## config.mk

```make
export PLATFORM = sky130hd
export DESIGN_NAME = hsi_monitor_frame_parser_flat
export DESIGN_NICKNAME = d
export VERILOG_FILES = /design/src/rtl/hsi_monitor_pkg.sv /design/src/rtl/hsi_monitor_frame_parser_if.sv /design/src/rtl/hsi_byte_timeout.sv /design/src/rtl/hsi_monitor_frame_parser.sv /design/src/flat_wrapper.sv
export SDC_FILE = /design/constraint.sdc
export NUM_CORES = 1
export LEC_CHECK = 0
export BUFFER_PORTS_ARGS = -buffer_cell sky130_fd_sc_hd__buf_2
export CORE_MARGIN = 5
export CORE_UTILIZATION = 60
export CTS_BUF_LIST = sky130_fd_sc_hd__clkbuf_8
export CTS_CLUSTER_SIZE = 28
export DETAILED_ROUTE_END_ITERATION = 8
export PLACE_DENSITY = 0.83
export SLEW_MARGIN = 20
export SYNTH_ARGS = -nofsm -noshare
export SYNTH_HDL_FRONTEND = slang
export SYNTH_SLANG_ARGS = --single-unit
```

## constraint.sdc

```tcl
create_clock -name clk -period 4.2 [get_ports clk]
set_clock_uncertainty 0.05 [all_clocks]
set_input_delay 0.21 -clock clk [delete_from_list [all_inputs] [get_ports clk]]
set_output_delay 0.21 -clock clk [all_outputs]
set_load 0.02 [all_outputs]
```

## src/rtl/hsi_monitor_pkg.sv

```systemverilog
// Shared constants and types for the HSI monitor frame path. The monitor
// reader and the receive-side frame parser both take their constants from here.
package hsi_monitor_pkg;

  localparam logic [7:0] SYNC0          = 8'h5E;
  localparam logic [7:0] SYNC1          = 8'h4D;
  localparam logic [7:0] MSTR_MNTR_ADDR = 8'h0B;
  localparam logic [7:0] SLV_MNTR_ADDR  = 8'h09;
  localparam int         LEN_W          = 11;

  typedef enum logic [2:0] {
    ST_IDLE,
    ST_SYNC1,
    ST_ADDR,
    ST_LEN_H,
    ST_LEN_L,
    ST_PAYLOAD
  } parser_state_t;

  // The high length byte carries only len[10:8]; any higher bit set is illegal.
  function automatic logic len_hi_ok(input logic [7:0] b);
    return (b[7:3] == 5'd0);
  endfunction

endpackage

```

## src/rtl/hsi_monitor_frame_parser_if.sv

```systemverilog
// Byte stream in / monitor FIFO write out for the frame parser.
// master drives the received bytes and the FIFO full flag; slave is the parser.
interface hsi_monitor_frame_parser_if;

  logic       rx_valid;
  logic [7:0] rx_data;
  logic       wrfull;
  logic       wrreq;
  logic [7:0] q;

  modport master (output rx_valid, rx_data, wrfull, input wrreq, q);
  modport slave  (input rx_valid, rx_data, wrfull, output wrreq, q);

endinterface

```

## src/rtl/hsi_byte_timeout.sv

```systemverilog
// Inter-byte idle counter. expire is high for the single cycle in which the
// count would reach TIMEOUT; a clear in that same cycle suppresses it.
module hsi_byte_timeout #(
  parameter int unsigned TIMEOUT = 1024
) (
  input  logic clk,
  input  logic n_rst,
  input  logic clr,
  input  logic en,
  output logic expire
);

  logic [15:0] count;

  always_ff @(posedge clk or negedge n_rst) begin
    if (!n_rst) begin
      count <= 16'd0;
    end else if (clr || !en) begin
      count <= 16'd0;
    end else begin
      count <= count + 16'd1;
    end
  end

  assign expire = en && !clr && (count == 16'(TIMEOUT - 1));

endmodule

```

## src/rtl/hsi_monitor_frame_parser.sv

```systemverilog
// Receive-side HSI monitor frame parser: validates sync/address/length header,
// forwards payload bytes to the monitor FIFO and reports per-frame status.
module hsi_monitor_frame_parser
  import hsi_monitor_pkg::*;
#(
  parameter int unsigned TIMEOUT = 1024
) (
  input  logic                     clk,
  input  logic                     n_rst,
  hsi_monitor_frame_parser_if.slave bus,
  output logic                     busy,
  output logic                     frame_src,
  output logic [LEN_W-1:0]         frame_len,
  output logic                     frame_done,
  output logic                     err_addr,
  output logic                     err_len,
  output logic                     err_ovf,
  output logic                     err_tmo
);

  parser_state_t    state;
  logic [2:0]       len_hi;
  logic [LEN_W-1:0] remaining;
  logic             timer_en;
  logic             tmo_expire;

  assign timer_en = (state != ST_IDLE);

  hsi_byte_timeout #(
    .TIMEOUT (TIMEOUT)
  ) u_timeout (
    .clk    (clk),
    .n_rst  (n_rst),
    .clr    (bus.rx_valid),
    .en     (timer_en),
    .expire (tmo_expire)
  );

  // A received byte always takes priority over a timeout landing in the same cycle.
  always_ff @(posedge clk or negedge n_rst) begin
    if (!n_rst) begin
      state      <= ST_IDLE;
      len_hi     <= 3'd0;
      remaining  <= '0;
      bus.wrreq  <= 1'b0;
      bus.q      <= 8'h00;
      busy       <= 1'b0;
      frame_src  <= 1'b0;
      frame_len  <= '0;
      frame_done <= 1'b0;
      err_addr   <= 1'b0;
      err_len    <= 1'b0;
      err_ovf    <= 1'b0;
      err_tmo    <= 1'b0;
    end else begin
      bus.wrreq  <= 1'b0;
      frame_done <= 1'b0;
      err_addr   <= 1'b0;
      err_len    <= 1'b0;
      err_tmo    <= 1'b0;

      if (bus.rx_valid) begin
        case (state)
          ST_IDLE: begin
            if (bus.rx_data == SYNC0) begin
              state <= ST_SYNC1;
              busy  <= 1'b1;
            end
          end

          // A repeated first sync byte keeps us hunting for the second one.
          ST_SYNC1: begin
            if (bus.rx_data == SYNC1) begin
              state   <= ST_ADDR;
              err_ovf <= 1'b0;
            end else if (bus.rx_data != SYNC0) begin
              state <= ST_IDLE;
              busy  <= 1'b0;
            end
          end

          ST_ADDR: begin
            if (bus.rx_data == MSTR_MNTR_ADDR) begin
              frame_src <= 1'b0;
              state     <= ST_LEN_H;
            end else if (bus.rx_data == SLV_MNTR_ADDR) begin
              frame_src <= 1'b1;
              state     <= ST_LEN_H;
            end else begin
              err_addr <= 1'b1;
              state    <= ST_IDLE;
              busy     <= 1'b0;
            end
          end

          ST_LEN_H: begin
            if (len_hi_ok(bus.rx_data)) begin
              len_hi <= bus.rx_data[2:0];
              state  <= ST_LEN_L;
            end else begin
              err_len <= 1'b1;
              state   <= ST_IDLE;
              busy    <= 1'b0;
            end
          end

          ST_LEN_L: begin
            frame_len <= {len_hi, bus.rx_data};
            if ({len_hi, bus.rx_data} == 11'd0) begin
              frame_done <= 1'b1;
              state      <= ST_IDLE;
              busy       <= 1'b0;
            end else begin
              remaining <= {len_hi, bus.rx_data};
              state     <= ST_PAYLOAD;
            end
          end

          // Dropped bytes still consume length so the frame boundary is kept.
          ST_PAYLOAD: begin
            if (!bus.wrfull) begin
              bus.wrreq <= 1'b1;
              bus.q     <= bus.rx_data;
            end else begin
              err_ovf <= 1'b1;
            end
            remaining <= remaining - 11'd1;
            if (remaining == 11'd1) begin
              frame_done <= 1'b1;
              state      <= ST_IDLE;
              busy       <= 1'b0;
            end
          end

          default: begin
            state <= ST_IDLE;
            busy  <= 1'b0;
          end
        endcase
      end else if (tmo_expire) begin
        err_tmo <= 1'b1;
        state   <= ST_IDLE;
        busy    <= 1'b0;
      end
    end
  end

endmodule
```

## src/flat_wrapper.sv

```systemverilog
// flat-port wrapper written by rule: the top's interface ports become plain ports
module hsi_monitor_frame_parser_flat import hsi_monitor_pkg::*;
#(
  parameter int unsigned TIMEOUT = 1024
)
  (clk, n_rst, busy, frame_src, frame_len, frame_done, err_addr, err_len, err_ovf, err_tmo, bus_rx_valid, bus_rx_data, bus_wrfull, bus_wrreq, bus_q);
  hsi_monitor_frame_parser_if bus_i ();
  input  logic clk;
  input  logic n_rst;
  output logic busy;
  output logic frame_src;
  output logic [LEN_W-1:0] frame_len;
  output logic frame_done;
  output logic err_addr;
  output logic err_len;
  output logic err_ovf;
  output logic err_tmo;
  input wire logic [$bits(bus_i.rx_valid)-1:0] bus_rx_valid;
  input wire logic [$bits(bus_i.rx_data)-1:0] bus_rx_data;
  input wire logic [$bits(bus_i.wrfull)-1:0] bus_wrfull;
  output wire logic [$bits(bus_i.wrreq)-1:0] bus_wrreq;
  output wire logic [$bits(bus_i.q)-1:0] bus_q;
  assign bus_i.rx_valid = bus_rx_valid;
  assign bus_i.rx_data = bus_rx_data;
  assign bus_i.wrfull = bus_wrfull;
  assign bus_wrreq = bus_i.wrreq;
  assign bus_q = bus_i.q;
  hsi_monitor_frame_parser #(.TIMEOUT(TIMEOUT)) u_core (.clk(clk), .n_rst(n_rst), .bus(bus_i), .busy(busy), .frame_src(frame_src), .frame_len(frame_len), .frame_done(frame_done), .err_addr(err_addr), .err_len(err_len), .err_ovf(err_ovf), .err_tmo(err_tmo));
endmodule
```

Word-level counts from Yosys, hierarchy flattened. Index checks and enable logic that the tools add are counted.

Reductions and logical operators: 21. Bitwise operators: 1. $add $sub $neg: 2. Equality and inequality tests: 24. Mux-type cells: 46.

Operators with widths (count): 2-to-1 mux 1 bit (29); 2-to-1 mux 3 bit (9); one-hot mux 11 bit (2 select lines) (1); one-hot mux 3 bit (6 select lines) (1); adder 16 x 1 -> 16 bit, second input constant (1); equality test 16 x 10 -> 1 bit, second input constant (1); equality test 8 x 4 -> 1 bit, second input constant (2); equality test 8 x 7 -> 1 bit, second input constant (2); 2-to-1 mux 16 bit (1); inequality test 3 x 2 -> 1 bit, second input constant (4); inequality test 3 bit, second input constant (4); AND reduction 3 bit (4); equality test 11 x 1 -> 1 bit, second input constant (1); logical NOT 11 bit (1); 2-to-1 mux 11 bit (1); subtractor 11 x 1 -> 11 bit, second input constant (1); AND reduction 9 bit (1); inequality test 8 x 7 -> 1 bit, second input constant (1); AND reduction 4 bit (2); nonzero test 2 bit (4); equality test 3 x 2 -> 1 bit, second input constant (2); equality test 3 bit, second input constant (2); one-hot mux 1 bit (6 select lines) (1); logical NOT 5 bit (1); 13 further kinds (17).

Word-level logic and storage cells: 108. Input port bits: 12. Register bits after elaboration: 60.

Depth between registers and ports, before layout. Gate-level depths: netlist of the first run.

Depth in word-level cells: 5. Depth in mapped cells: 8. Gate-level depth less buffers: 7.

Modules after synthesis. A second synthesis of the first run with hierarchy kept.

Cells, all modules: 286. Area, all modules: 2962.8 um^2.

Modules (own cells, without submodules): hsi_monitor_frame_parser (cells an instance 201, area an instance 2129.5 um^2, times used 1); hsi_byte_timeout (cells an instance 85, area an instance 833.3 um^2, times used 1).

Worst setup path before layout of the first run. Ideal clock, no wire load.

Path kind: register to register. Start point: register u_core.u_timeout.count[10]. End point: register u_core.busy. Setup slack: 1.989 ns. Library setup time: 0.125 ns. Cell stages (with the launch flop): 7. Clock period less this slack: 2.211 ns. Arrival time: 2.035 ns. Cell sequence: dfrtp_1 > or4_1 > or4_1 > o31a_1 > a211o_1 > o21ai_0 > o21ai_1.

Cells in the longest elaborated chain, start to end: 4.

RTL lines: from (decl) (RTL line hsi_byte_timeout.sv:13) `logic [15:0] count;`; from (signal assigned) (RTL line hsi_byte_timeout.sv:21) `count <= count + 16'd1;`; equality test 16 x 10 -> 1 bit (RTL line hsi_byte_timeout.sv:25) `assign expire = en && !clr && (count == 16'(TIMEOUT - 1));`; logical AND 1 bit (RTL line hsi_byte_timeout.sv:25); nonzero test 2 bit (no source line); AND reduction 9 bit (no source line); to (signal assigned) (RTL line hsi_monitor_frame_parser.sv:47) `busy <= 1'b0;`; to (signal assigned) (RTL line hsi_monitor_frame_parser.sv:67) `busy <= 1'b1;`; to (signal assigned) (RTL line hsi_monitor_frame_parser.sv:78) `busy <= 1'b0;`; to (decl) (RTL line hsi_monitor_frame_parser.sv:11) `output logic busy,`.

Every way passes these cells. A chain may end at the register's enable or synchronous reset.

Final worst setup path of the first run.
Start point: register u_core.remaining[8]. End point: register u_core.busy.

Cells in the longest elaborated chain, start to end: 3.

RTL lines: from (decl) (RTL line hsi_monitor_frame_parser.sv:23) `logic [LEN_W-1:0] remaining;`; from (signal assigned) (RTL line hsi_monitor_frame_parser.sv:114) `remaining <= {len_hi, bus.rx_data};`; from (signal assigned) (RTL line hsi_monitor_frame_parser.sv:127) `remaining <= remaining - 11'd1;`; equality test 11 x 1 -> 1 bit (RTL line hsi_monitor_frame_parser.sv:128) `if (remaining == 11'd1) begin`; inequality test 3 x 2 -> 1 bit (no source line); AND reduction 9 bit (no source line); to (signal assigned) (RTL line hsi_monitor_frame_parser.sv:131) `busy <= 1'b0;`; to (signal assigned) (RTL line hsi_monitor_frame_parser.sv:137) `busy <= 1'b0;`; to (signal assigned) (RTL line hsi_monitor_frame_parser.sv:143) `busy <= 1'b0;`.

Every way passes these cells.

==> results.md, run 1 <==
* Pre-Repair DR Iteration Count at 4
* Cell count after synthesis at approximately 280
* Cell Chain, Critical Path: or4_1 -> nor4b_1 -> nor2_1 -> a211o_1 -> o21ai_0 -> o21ai_1
* CTS-repair resized insts at 0
* Largest net degree at the start of global routing at 61
* Pwr dens at 367 mW/mm2
* Slew Viols, Final at 0
* HP Class: in2async
* Final wirelength at 6280 um
* Worst Path Max Fanout at 6
* Clock sinks at 60
* Port Buffers at 38
* Worst vdd ir at about 0.26 mV
* Clock latency on the worst-skew pair at between 0.3 and 0.4 ns
* IO Pins at 39
* Syn-to-layout area delta at 15.4%
* RSZ-0062 raised after global routing: false
* Multi-input logic area at roughly 0.0013 mm2
* WHS at -0.0184 ns
* Initial Utilization at 0.609
* Reg area at between 0.0015 and 0.002 mm2
* Final Cell Area at around 0.0033 mm2
* Area post-placement at a little over 0.003 mm2
* Worst-path clk slew at about 0.060 ns
* Crit path kind: reg2reg
* Root Driver: clkbuf_8
* CTS Hold Bufs at 0
* Max Fclk at 0.421 GHz
* Initial antenna violation count at 0
* Leak Pwr at 1.61 nW
* Violated checks: hold timing
* Placed Instances at between 300 and 400
* Post-Syn Nets at roughly 290
* Final setup violation count at 0
* Routability Congestion at 0.817
* Non-Filler Instances at 377
* Layout fillers at between 300 and 400
* Worst Tran Pin Value at approximately 0.74 ns
* Die area at slightly above 0.006 mm2
* Mean Syn Cell Area at a little over 10 um2
* TritonCTS clock tree: built
* Core area at ~0.0047 mm2
* Crit path required time at about 4.4 ns
* Vias/cell at around 6.0
* Final ANT Viol Nets at 0
* H-tree lvl count at 3
* Synth unique cells at 45
* Num CTS Buffers at 9
* Yosys warns at 0
* Clock tree buffer depth at 2
* Kind of end point of the critical path: flop
* GRT busiest layer: met2
* Met2 usage at 0.346
* Most frequent cells in the layout: dfrtp_1 (60), buf_2 (38), nor2_1 (28)
* Post-synthesis register bit count at 60
* Setup Buffers After CTS at 0
* Power consumption at around 0.0012 W
* Status: complete, but fails checks
* # Max-Cap Violations at 0
* Layout cell share with drive strength beyond 1 at 0.251
* Vias in the first global route at 2,282
* # diodes at 0
* Final worst path period need at approximately 2.4 ns
* Max_slew headroom at 0.508
* Critical path's top delay family: simple AND/OR/NAND/NOR gates
* Final worst path period share at 0.566
* Met3 usage at 0.0533
* Buf/Inv on CP at 0
* Horiz. Die Dim at 78.8 um
* First-pass GRT wire length at about 11,000 um
* Nets at about 330
* Fin Setup TNS at 0 ns
* DR iter-0 viols at 290
* Commonest non-fill, non-tap cell in the layout: dfrtp_1
* Slowest-stage cell, CP: or4_1
* Worst path max stage delay at 0.58 ns
* Met1 usage at 0.302
* Critical Path Start Type: flop
* Die height at ~79 um
* Seq/Total Area, Yosys at 0.529
* Final Hold Fails at 40
* # rows at 25
* Final HPWL DP at 4190 um
* Grt total ovfl at 0
* Vias at about 2,300
* Gr usage total at 0.222
* Synth Cell Area at ~0.0028 mm2
* Crit path DAT at roughly 2.5 ns
* WL/cell at approximately 17 um
* Final routed DRC violation total at 0
-- routing by layer --
layer / share of wire / routed length [um] / vias to the layer above
li1: - / - / 1073
met1: 0.45 / 2830 / 1103
met2: 0.47 / 2980 / 77
met3: 0.060 / 380 / 9
met4: 0.015 / 95 / 0
met5: 0 / 0 / -
-- area by class of cell --
class,count,share of cell area
Sequential cell,60,0.459
Multi-Input combinational cell,198,0.387
Timing Repair Buffer,40,0.0627
Clock buffer,14,0.0588
Tap cell,54,0.0206
Inverter,9,0.0103
Clock inverter,2,0.00229
-- worst reg2reg max path, cell delays in order, from the launching register on --
cell and delay, ns:
dfrtp_1 0.40, or4_1 0.58, nor4b_1 0.51, nor2_1 0.10, a211o_1 0.36, o21ai_0 0.18, o21ai_1 0.08
-- cell usage after synthesis --
library cell	number	share of area
xnor2_1	5	0.015
nand3_1	8	0.014
and4b_1	1	0.0035
xor2_1	9	0.028
ha_1	3	0.013
o31ai_1	1	0.0026
a21o_1	1	0.0026
o21ai_1	1	0.0018
and4_1	1	0.0031
buf_2	2	0.0035
a21oi_1	17	0.030
dfrtp_1	60	0.53
nor3_1	12	0.021
nor2b_1	1	0.0022
inv_1	9	0.012
a22oi_1	1	0.0026
o32ai_1	1	0.0031
a32oi_1	2	0.0062
nor4b_1	2	0.0062
o211ai_1	1	0.0026
nand2b_1	3	0.0066
nor4_1	5	0.011
and3_1	2	0.0044
a22o_1	1	0.0031
nand3b_1	2	0.0053
and4bb_2	1	0.0044
nand4_1	5	0.011
nand2_1	26	0.034
nor3_2	1	0.0035
a211o_1	1	0.0031
o22ai_1	2	0.0044
a31oi_1	1	0.0022
mux2i_1	1	0.0035
mux2_2	21	0.083
and3b_1	1	0.0031
a21o_2	1	0.0031
or3_1	1	0.0022
nor2_1	28	0.037
and3_2	2	0.0053
clkbuf_1	8	0.011
o31a_1	1	0.0031
or4_1	5	0.013
o21bai_1	1	0.0026
o21ai_0	17	0.030
nand4b_1	2	0.0062
-- path summary, 6_finish.rpt --
path                                                  from                               to  slack [ns]  cells after the start
max in group asynchronous                            n_rst         u_core.err_len$_DFF_PN0_        3.64                      2
setup / recovery           u_core.remaining[8]$_DFFE_PN0P_          u_core.busy$_DFFE_PN0P_        1.82                      6
hold / removal                                       n_rst         u_core.err_tmo$_DFF_PN0_       -0.02                      2
setup reg to reg           u_core.remaining[8]$_DFFE_PN0P_          u_core.busy$_DFFE_PN0P_        1.82                      6
hold reg to reg            u_core.remaining[9]$_DFFE_PN0P_  u_core.remaining[9]$_DFFE_PN0P_        0.44                      2
min in group clk                                bus_wrfull       u_core.err_ovf$_DFFE_PN0P_        0.11                      3
-- cells by family (layout without fill, tap and decap cells) --
group | count (synthesis) | in the layout | synth area share
mux | 22 | 22 | 0.0869
compound gates | 50 | 50 | 0.103
simple gates | 109 | 109 | 0.198
buf+inv | 19 | 65 | 0.0260
fa+ha+maj | 3 | 3 | 0.0132
flops | 60 | 60 | 0.529
xor+xnor | 14 | 14 | 0.0432
-- flip-flops by register name, indices dropped and copies added, names as in the netlist --
signal / cells
u_core.frame_src: 1
u_core.frame_done: 1
u_core.u_timeout.count: 16
u_core.err_tmo: 1
u_core.remaining: 11
u_core.err_len: 1
u_core.err_addr: 1
u_core.state: 3
u_core.len_hi: 3
u_core.bus.q: 8
u_core.frame_len: 11
u_core.busy: 1
u_core.bus.wrreq: 1
u_core.err_ovf: 1
-- stage by stage --
step,utilization,setup slack (ns)
floorplan,-,1.99
global placement,0.660,1.87
detailed placement,0.660,1.83
CTS,0.703,1.83
global route,0.703,1.60
finish,0.703,1.82
-- where the power goes --
part           total (W)  leakage (nW)  switching, W  internal, W
clock network   0.000503         0.111      0.000212     0.000291
logic          0.0000875         0.680     0.0000585    0.0000290
registers       0.000610         0.815     0.0000199     0.000590
total            0.00120          1.61      0.000290     0.000910
Power figures use the tool's default switching activity.
==> run 2: changes to the inputs <==
Settings changed: CORE_UTILIZATION 60 to 53, PLACE_DENSITY 0.83 to 0.77.
Clock period 4.2 ns to 2.1 ns, I/O delays scaled along.
==> run 2 against run 1 <==
Against the previous run:
- the flow finishes with violations (setup timing)
- critical path depth unchanged
- sequential share of layout area down 3.0 points
- via count up 4.2%
- core utilization down 2.1 points
- fmax up 6.2%
- clock-buffer cell count down 2
- sequential cell count unchanged
- worst hold slack better by 0.039 ns
- routed wire length up 4.7%
==> results.md, run 2 (synthesis results as in run 1) <==
* R2R Setup Slk at -0.14 ns (-1.96 ns)
* Num CTS Buffers at 9 (unchanged)
* Final routed DRC violation total at 0 (unchanged)
* Initial Utilization at 0.552 (-0.0567)
* Regs by FF count: u_core.u_timeout.count (16), u_core.frame_len (11), u_core.remaining (11)
* Fin Setup TNS at -0.446 ns (-0.446 ns)
* Setup WS post-layout at -0.137 ns (-1.96 ns)
* Max FFs per register at 16 (unchanged)
* Final setup violation count at 4 (+4)
* Port Buffers at 38 (unchanged)
* Die area at 0.00691 mm2 (+11%)
* Root Driver: clkbuf_8
* Worst Tran Pin Value at 0.652 ns (-0.0857 ns)
* Final ANT Viol Nets at 0 (unchanged)
* Core area at 0.00514 mm2 (+10%)
* Clock tree buffer depth at 2 (unchanged)
* Worst vdd ir at 0.657 mV (+160%)
* Kind of end point of the critical path: flop
* Crit path DAT at 2.40 ns (-0.14 ns)
* TritonCTS clock tree: built
* Critical Path Start Type: flop
* Grt total ovfl at 0 (unchanged)
* # diodes at 0 (unchanged)
* Clock latency on the worst-skew pair at 0.34 ns (about the same)
* WHS at 0.0202 ns (+0.0386 ns)
* Commonest non-fill, non-tap cell in the layout: dfrtp_1
* Max Fclk at 0.447 GHz (+6.2%)
* Violated checks: setup timing
* Vias/cell at 5.63 (-6.2%)
* Gr usage total at 0.206 (-0.0165)
* Pwr dens at 681 mW/mm2 (+86%)
* Largest Register: u_core.u_timeout.count
* Final Cell Area at 0.00350 mm2 (+7.0%)
* Syn-to-layout area delta at 23.5%
* Setup Buffers After CTS at 0 (unchanged)
* Non-Filler Instances at 419 (+11%)
* Final worst path period share at 1.07 (+0.500)
* Gate power share at 0.090 (+0.017)
* # Max-Cap Violations at 0 (unchanged)
* Worst-path clk slew at 0.06 ns (about the same)
* Initial antenna violation count at 0 (unchanged)
* HP Class: in2reg
* Crit path kind: reg2reg
* RSZ-0062 raised after global routing: true
* Vias at 2,357 (+4.2%)
* Routability Congestion at 0.849 (+3.8%)
* Max_slew headroom at 0.565 (+0.0571)
* Status: complete, but fails checks
* H-tree lvl count at 3 (unchanged)
* Seq pwr share at 0.507 (about the same)
* WL/cell at 15.7 um (-5.8%)
* Leak Pwr at 1.73 nW (+7.6%)
* Layout cell share with drive strength beyond 1 at 0.315 (+0.0644)
* # rows at 26 (+4.0%)
* IO Pins at 39 (unchanged)
* Placed Instances at 402 (+11%)
* Slew Viols, Final at 0 (unchanged)
* Final HPWL DP at 4830 um (+15%)
* Pre-Repair DR Iteration Count at 6 (+2)
* Worst Path Max Fanout at 6 (unchanged)
* Largest net degree at the start of global routing at 37 (-39%)
* Most frequent cells in the layout: dfrtp_1 (60), buf_2 (38), nor2_1 (28)
* Final wirelength at 6580 um (+4.7%)
* Final worst path period need at 2.24 ns (-0.138 ns)
* First-pass GRT wire length at 11,400 um (+7.2%)
* Final Hold Fails at 0 (-100%)
* Net Sw Power at 0.000608 W (+110%)
* Vias in the first global route at 2,334 (+2.3%)
* Die height at 83.2 um (+5.6%)
* Sw Ratio at 0.255 (+0.0132)
* DR iter-0 viols at 282 (-2.8%)
* Crit path required time at 2.26 ns (-2.11 ns)
* Internal power at 0.00178 W (+95%)
* Clock sinks at 60 (unchanged)
* Nets at 359 (+7.8%)
* Clk pwr share at 0.403 (-0.016)
* Horiz. Die Dim at 83.2 um (+5.6%)
* Power consumption at 0.00238 W (+99%)
* Area post-placement at 0.00329 mm2 (+7.2%)
[run 2: cell types whose count changed in the layout (fill, tap and decap cells not counted), moves of 2 or more]
cell      change
clkbuf_8      -2
inv_1         -2
buf_4        +24
clkinv_2      +3
[run 2: critical path, stage by stage (launching register included)]
cell	delay (ns)
dfrtp_1	0.37
or4_1	0.51
or4_4	0.43
o31a_1	0.25
a211o_1	0.30
o21ai_1	0.14
o21ai_1	0.08
[run 2: stage by stage]
| stage | setup WS (ns) | util |
|---|---|---|
| floorplan | -0.110 | - |
| global placement | -0.138 | 0.641 |
| detailed placement | -0.167 | 0.641 |
| CTS | -0.173 | 0.681 |
| global route | -0.179 | 0.681 |
| finish | -0.137 | 0.681 |
[run 2: per-layer routing]
metal | global-route usage | vias to the layer above | share of wire
li1 | - | 1118 | -
met1 | 0.288 | 1130 | 0.45
met2 | 0.309 | 99 | 0.47
met3 | 0.0495 | 10 | 0.066
met4 | 0.0802 | 0 | 0.014
met5 | 0 | - | 0
[run 2: cell type report]
class / count / area, um2
fillers: 413 / 1640
clock buffers: 12 / 165
repair buffers: 66 / 415
well taps: 70 / 87.6
clock inverters: 4 / 22.5
flip-flops and latches: 60 / 1500
multi-input cells: 198 / 1280
inverters: 9 / 33.8
[run 2: power by group through the flow]
stage                     clock (W)  combinational, W  sequential [W]
after global routing        0.00104          0.000241         0.00121
after CTS                  0.000972          0.000216         0.00121
final                      0.000961          0.000215         0.00121
after floorplan                   0          0.000104         0.00123
after global placement            0          0.000209         0.00123
after detailed placement          0          0.000214         0.00123
[run 2: what timing repair did]
item	CTS	global route
endpoints found under the setup margin	4	4
resized for setup	3	0
hold endpoints to repair	24	0
pin swaps	3	1
hold buffers	1	0
[run 2: final timing paths]
path / cells after the start / end / start
setup / recovery: 6 / u_core.busy$_DFFE_PN0P_ / u_core.u_timeout.count[12]$_DFF_PN0_
max in group asynchronous: 3 / u_core.u_timeout.count[10]$_DFF_PN0_ / n_rst
hold / removal: 3 / u_core.err_ovf$_DFFE_PN0P_ / bus_wrfull
setup reg to reg: 6 / u_core.busy$_DFFE_PN0P_ / u_core.u_timeout.count[12]$_DFF_PN0_
hold reg to reg: 2 / u_core.remaining[9]$_DFFE_PN0P_ / u_core.remaining[9]$_DFFE_PN0P_
min in group asynchronous: 2 / u_core.remaining[10]$_DFFE_PN0P_ / n_rst
